[src/rtl/regfile_pkg.sv]
// Shared definitions for the register-file blocks: default widths and the
// reader FSM state encoding.
package regfile_pkg;

  localparam int unsigned W1_DEF = 2;
  localparam int unsigned W2_DEF = 8;

  typedef enum logic [1:0] {
    IDLE  = 2'd0,
    SETUP = 2'd1,
    SEND  = 2'd2
  } rf_state_t;

endpackage

[src/rtl/regfile_reader_if.sv]
// Output word stream of the register-file reader. Optional out_par is present
// only when REGFILE_READER_PARITY_EN is defined.
//
// Handshake: a word transfers on a rising edge where out_valid=1 and
// out_ready=1; while out_valid=1 and out_ready=0 the source holds out_data,
// out_addr (and out_par) stable; out_valid never drops without a transfer
// except on abort or reset.
interface regfile_reader_if #(
  parameter int w1 = 2,
  parameter int w2 = 8
);
  logic [w2-1:0] out_data;
  logic [w1-1:0] out_addr;
  logic          out_valid;
  logic          out_ready;
`ifdef REGFILE_READER_PARITY_EN
  logic          out_par;

  modport master (
    output out_data, out_addr, out_valid, out_par,
    input  out_ready
  );
  modport slave (
    input  out_data, out_addr, out_valid, out_par,
    output out_ready
  );
`else
  modport master (
    output out_data, out_addr, out_valid,
    input  out_ready
  );
  modport slave (
    input  out_data, out_addr, out_valid,
    output out_ready
  );
`endif
endinterface

[src/rtl/regfile_reader.sv]
// Scans every register of an external register file and streams (addr, data)
// words out. Optional parity output enabled by REGFILE_READER_PARITY_EN.
module regfile_reader
  import regfile_pkg::*;
#(
  parameter int w1 = W1_DEF,
  parameter int w2 = W2_DEF
) (
  input  logic                 clk,
  input  logic                 rst,
  input  logic                 start,
  input  logic                 abort,
  output logic [w1-1:0]        sel,
  input  logic [w2-1:0]        o,
  output logic                 busy,
  output logic                 done,
  output rf_state_t            state_dbg,
  regfile_reader_if.master     stream
);

  localparam logic [w1-1:0] last_sel = '1;

  rf_state_t state;

  assign state_dbg = state;

  always_ff @(posedge clk) begin
    if (rst) begin
      state            <= IDLE;
      sel              <= '0;
      busy             <= 1'b0;
      done             <= 1'b0;
      stream.out_data  <= '0;
      stream.out_addr  <= '0;
      stream.out_valid <= 1'b0;
`ifdef REGFILE_READER_PARITY_EN
      stream.out_par   <= 1'b0;
`endif
    end else begin
      done <= 1'b0;
      case (state)
        IDLE: begin
          // sel keeps its last value here; abort vetoes a simultaneous start
          if (start && !abort) begin
            sel   <= '0;
            busy  <= 1'b1;
            state <= SETUP;
          end
        end
        SETUP: begin
          if (abort) begin
            busy             <= 1'b0;
            stream.out_valid <= 1'b0;
            state            <= IDLE;
          end else begin
            stream.out_data  <= o;
            stream.out_addr  <= sel;
            stream.out_valid <= 1'b1;
`ifdef REGFILE_READER_PARITY_EN
            stream.out_par   <= ^o;
`endif
            state            <= SEND;
          end
        end
        SEND: begin
          if (abort) begin
            busy             <= 1'b0;
            stream.out_valid <= 1'b0;
            state            <= IDLE;
          end else if (stream.out_ready) begin
            stream.out_valid <= 1'b0;
            if (sel == last_sel) begin
              busy  <= 1'b0;
              done  <= 1'b1;
              state <= IDLE;
            end else begin
              sel   <= sel + w1'(1);
              state <= SETUP;
            end
          end
        end
        default: begin
          busy             <= 1'b0;
          stream.out_valid <= 1'b0;
          state            <= IDLE;
        end
      endcase
    end
  end

endmodule

[src/flat_wrapper.sv]
// flat-port wrapper written by rule: the top's interface ports become plain ports
module regfile_reader_flat import regfile_pkg::*;
#(
  parameter int w1 = W1_DEF,
  parameter int w2 = W2_DEF
)
  (clk, rst, start, abort, sel, o, busy, done, state_dbg, stream_out_data, stream_out_addr, stream_out_valid, stream_out_ready);
  regfile_reader_if #(.w1(w1), .w2(w2)) stream_i ();
  input  logic clk;
  input  logic rst;
  input  logic start;
  input  logic abort;
  output logic [w1-1:0] sel;
  input  logic [w2-1:0] o;
  output logic busy;
  output logic done;
  output rf_state_t state_dbg;
  output wire logic [$bits(stream_i.out_data)-1:0] stream_out_data;
  output wire logic [$bits(stream_i.out_addr)-1:0] stream_out_addr;
  output wire logic [$bits(stream_i.out_valid)-1:0] stream_out_valid;
  input wire logic [$bits(stream_i.out_ready)-1:0] stream_out_ready;
  assign stream_out_data = stream_i.out_data;
  assign stream_out_addr = stream_i.out_addr;
  assign stream_out_valid = stream_i.out_valid;
  assign stream_i.out_ready = stream_out_ready;
  regfile_reader #(.w1(w1), .w2(w2)) u_core (.clk(clk), .rst(rst), .start(start), .abort(abort), .sel(sel), .o(o), .busy(busy), .done(done), .state_dbg(state_dbg), .stream(stream_i));
endmodule
[config.mk]
export PLATFORM = sky130hd
export DESIGN_NAME = regfile_reader_flat
export DESIGN_NICKNAME = d
export VERILOG_FILES = /design/src/rtl/regfile_pkg.sv /design/src/rtl/regfile_reader_if.sv /design/src/rtl/regfile_reader.sv /design/src/flat_wrapper.sv
export SDC_FILE = /design/constraint.sdc
export NUM_CORES = 1
export LEC_CHECK = 0
export ABC_AREA = 0
export ABC_CLOCK_PERIOD_IN_PS = 3600
export CAP_MARGIN = 20
export CORE_MARGIN = 10
export CORE_UTILIZATION = 42
export CTS_CLUSTER_SIZE = 14
export DETAILED_ROUTE_END_ITERATION = 16
export GPL_ROUTABILITY_DRIVEN = 0
export PLACE_DENSITY_LB_ADDON = 0.08
export SYNTH_ARGS = -nofsm -noshare
export SYNTH_HDL_FRONTEND = slang
export SYNTH_SLANG_ARGS = --single-unit
[constraint.sdc]
create_clock -name clk -period 3.6 [get_ports clk]
set_input_delay 0.36 -clock clk [delete_from_list [all_inputs] [get_ports clk]]
set_output_delay 0.36 -clock clk [all_outputs]
set_load 0.1 [all_outputs]
==> qor.csv <==
metric,value,unit
vdd_drop_max,0.230,mV
hp-class,reg2reg,
place_hpwl,1280,um
fillCellCount,139,
clock_sinks,17,
placed_cells,124,
leakagePower,0.340,nW
slowest_stage,clkdlybuf4s50_1,
fin_util,65.5,%
r2r-start,u_core.sel[0]$_SDFFE_PP0P_,
routed_wl,1680,um
grt_max_degree,18,
required,3.24,ns
start_kind,flip-flop,
grt_overflow,0,
r2r_cells,5,
power_frac_clock,27.9,%
grt_use_total,10.1,%
cts_buffers,3,
worst_slew_pin_slew,0.993,ns
worst-r2r-setup-slack,2.18,ns
die-area,3580,um2
viasPerCell,5.02,
whs_path_depth,2,
fin_crit_sh,63.0,%
seq_area,340,um2
syn_to_final_growth,48.0,%
finalCriticalPeriod,2.27,ns
num_antenna_cells,0,
clockRootBuffer,clkbuf_4,
nets,127,
die_w,59.8,um
synth_area_leader_cell,dfxtp_1,
total_power,0.365,mW
start_util,44.3,%
cp_max_fo,8,
crit_chain,clkdlybuf4s50_1,
ctsHtreeMaxLevel,1,
worstHoldStart,u_core.stream.out_addr[1]$_SDFFE_PP0P_,
drcViolationCount,0,
synthCells,83,
fin_cells,128,
layout_common_cells,"clkdlybuf4s50_1 (29), nand2_1 (24), dfxtp_1 (17)",
setup_tns,0,ns
dr.first_iter.drc_count,9,
r2r-end,u_core.sel[1]$_SDFFE_PP0P_,
vias,642,
rows,14,
slew-limit-headroom,33.6,%
fin_ws,1.33,ns
cts.clk_slew.worst_paths,0.10,ns
syn_nets,97,
multi_input_area,302,um2
drt-pass1-iter-count,4,
power_density,370,nW/um2
cpPeakStageDelay,1.18,ns
ctsHoldBuffers,0,
ys_seq_area_share,51.0,%
p_switching,0.109,mW
path_delay_family,buffers and inverters,
drive_gt1_share,5.36,%
path_buf_inv,1,
met3WireLength,177,um
clock_path_buffers,2,
cap_violations,0,
dp_slack,1.63,ns
core,1510,um2
postPlaceCellArea,960,um2
hold_viol,0,
setup_violations,0,
status,completed,
syn_area,667,um2
fmax,0.441,GHz
dieHeight,59.8,um
ant_nets,0,
yosys_warnings,0,
grt_pass1_vias,652,
top_layer,met4,
seqPwrFrac,53.4,%
avgSynthCellArea,8.03,um2
rsz0062_at_grt,no,
clkLatencyLatePin,0.29,ns
arrival,1.91,ns
port_buffers,29,
cts_tree,yes,
cp-end-kind,primary output,
p_int,0.257,mW
met1Wirelength,715,um
cts_setup_buffers,0,
finalClockSkew,0.00616,ns
switching_share,29.8,%
grt_first_pass_wirelength,2860,um
finalInstanceArea,987,um2
maxSlewViolCount,0,
cts_resized,0,
met2_length,767,um
final_common_cell,clkdlybuf4s50_1,
path_class,reg2out,
comb_power_share,18.8,%
antenna_found_initial,0,
wl_per_cell,13.1,um
yosys_register_bits,17,
holdPathEnd,u_core.stream.out_addr[1]$_SDFFE_PP0P_,
yosys.area.top_type_share,51.0,%
synth_cell_type_count,23,
worst_hold_slack,0.462,ns
synth_area_leaders,"dfxtp_1 (51%), nand2_1 (14%), a21oi_1 (9.8%), nor2_1 (2.3%), ha_1 (1.9%)",
top_level_ports,30,
-- final cells by class --
| class | instances | area share, % |
|---|---|---|
| repair buffers | 29 | 29.4 |
| well taps | 16 | 2.03 |
| clock inverters | 1 | 0.507 |
| inverters | 2 | 0.760 |
| clock buffers | 3 | 2.28 |
| multi-input cells | 60 | 30.5 |
| flip-flops and latches | 17 | 34.5 |
-- worst max path at each step --
stage / start / endpoint / cells past startpoint
global route: u_core.state_dbg[0]$_SDFFE_PP0P_ / state_dbg[0] / 1
detailed placement: u_core.state_dbg[0]$_SDFFE_PP0P_ / state_dbg[0] / 1
CTS: u_core.state_dbg[0]$_SDFFE_PP0P_ / state_dbg[0] / 1
global placement: u_core.state_dbg[1]$_SDFFE_PP0P_ / state_dbg[1] / 1
floorplan: u_core.state_dbg[1]$_SDFFE_PP0P_ / u_core.busy$_SDFFE_PP0P_ / 4
finish: u_core.state_dbg[1]$_SDFFE_PP0P_ / state_dbg[1] / 1
-- state kept, by name, summed over array words and instances, names as in the netlist --
register	flops
u_core.stream.out_addr	2
u_core.busy	1
u_core.done	1
u_core.stream.out_valid	1
u_core.state_dbg	2
u_core.sel	2
u_core.stream.out_data	8
-- kinds of logic after synthesis --
kind of cell / Yosys count / synth area share [%]
and+or+nand+nor: 40 / 27.6
AOI/OAI and AO/OA: 19 / 15.8
DFF: 17 / 51.0
buffers and inverters: 6 / 3.75
adders and majority gates: 1 / 1.88
-- metal layers --
| metal | GRT usage (%) | up-vias |
|---|---|---|
| met5 | 0 | - |
| met4 | 5.13 | 0 |
| met3 | 5.30 | 4 |
| met2 | 15.6 | 22 |
| met1 | 10.9 | 282 |
| li1 | - | 334 |
-- tightest hold or removal path: cells and delay by family, from the launching register on --
family	cells	cell delay, ns
AO/OA/AOI/OAI	1	0.05
AND/OR/NAND/NOR	1	0.05
flip-flops	1	0.32
-- power by group through the flow --
| stage | sequential, mW | combinational [mW] | clock [mW] |
|---|---|---|---|
| after floorplan | 0.229 | 0.0151 | 0 |
| after global placement | 0.199 | 0.0688 | 0 |
| after detailed placement | 0.199 | 0.0688 | 0 |
| after CTS | 0.195 | 0.0691 | 0.105 |
| after global routing | 0.196 | 0.0732 | 0.110 |
| final | 0.195 | 0.0685 | 0.102 |
-- cell usage after synthesis, drive strengths merged --
| cell type | count |
|---|---|
| a211oi | 1 |
| a21oi | 13 |
| a31oi | 1 |
| and3b | 1 |
| buf | 3 |
| clkbuf | 1 |
| dfxtp | 17 |
| ha | 1 |
| inv | 2 |
| nand2 | 24 |
| nand2b | 2 |
| nand3b | 1 |
| nor2 | 5 |
| nor2b | 1 |
| nor3 | 2 |
| nor4 | 1 |
| o21a | 1 |
| o21ai | 3 |
| or3 | 2 |
| or3b | 1 |
No activity file was read; power rests on OpenSTA's default activity.
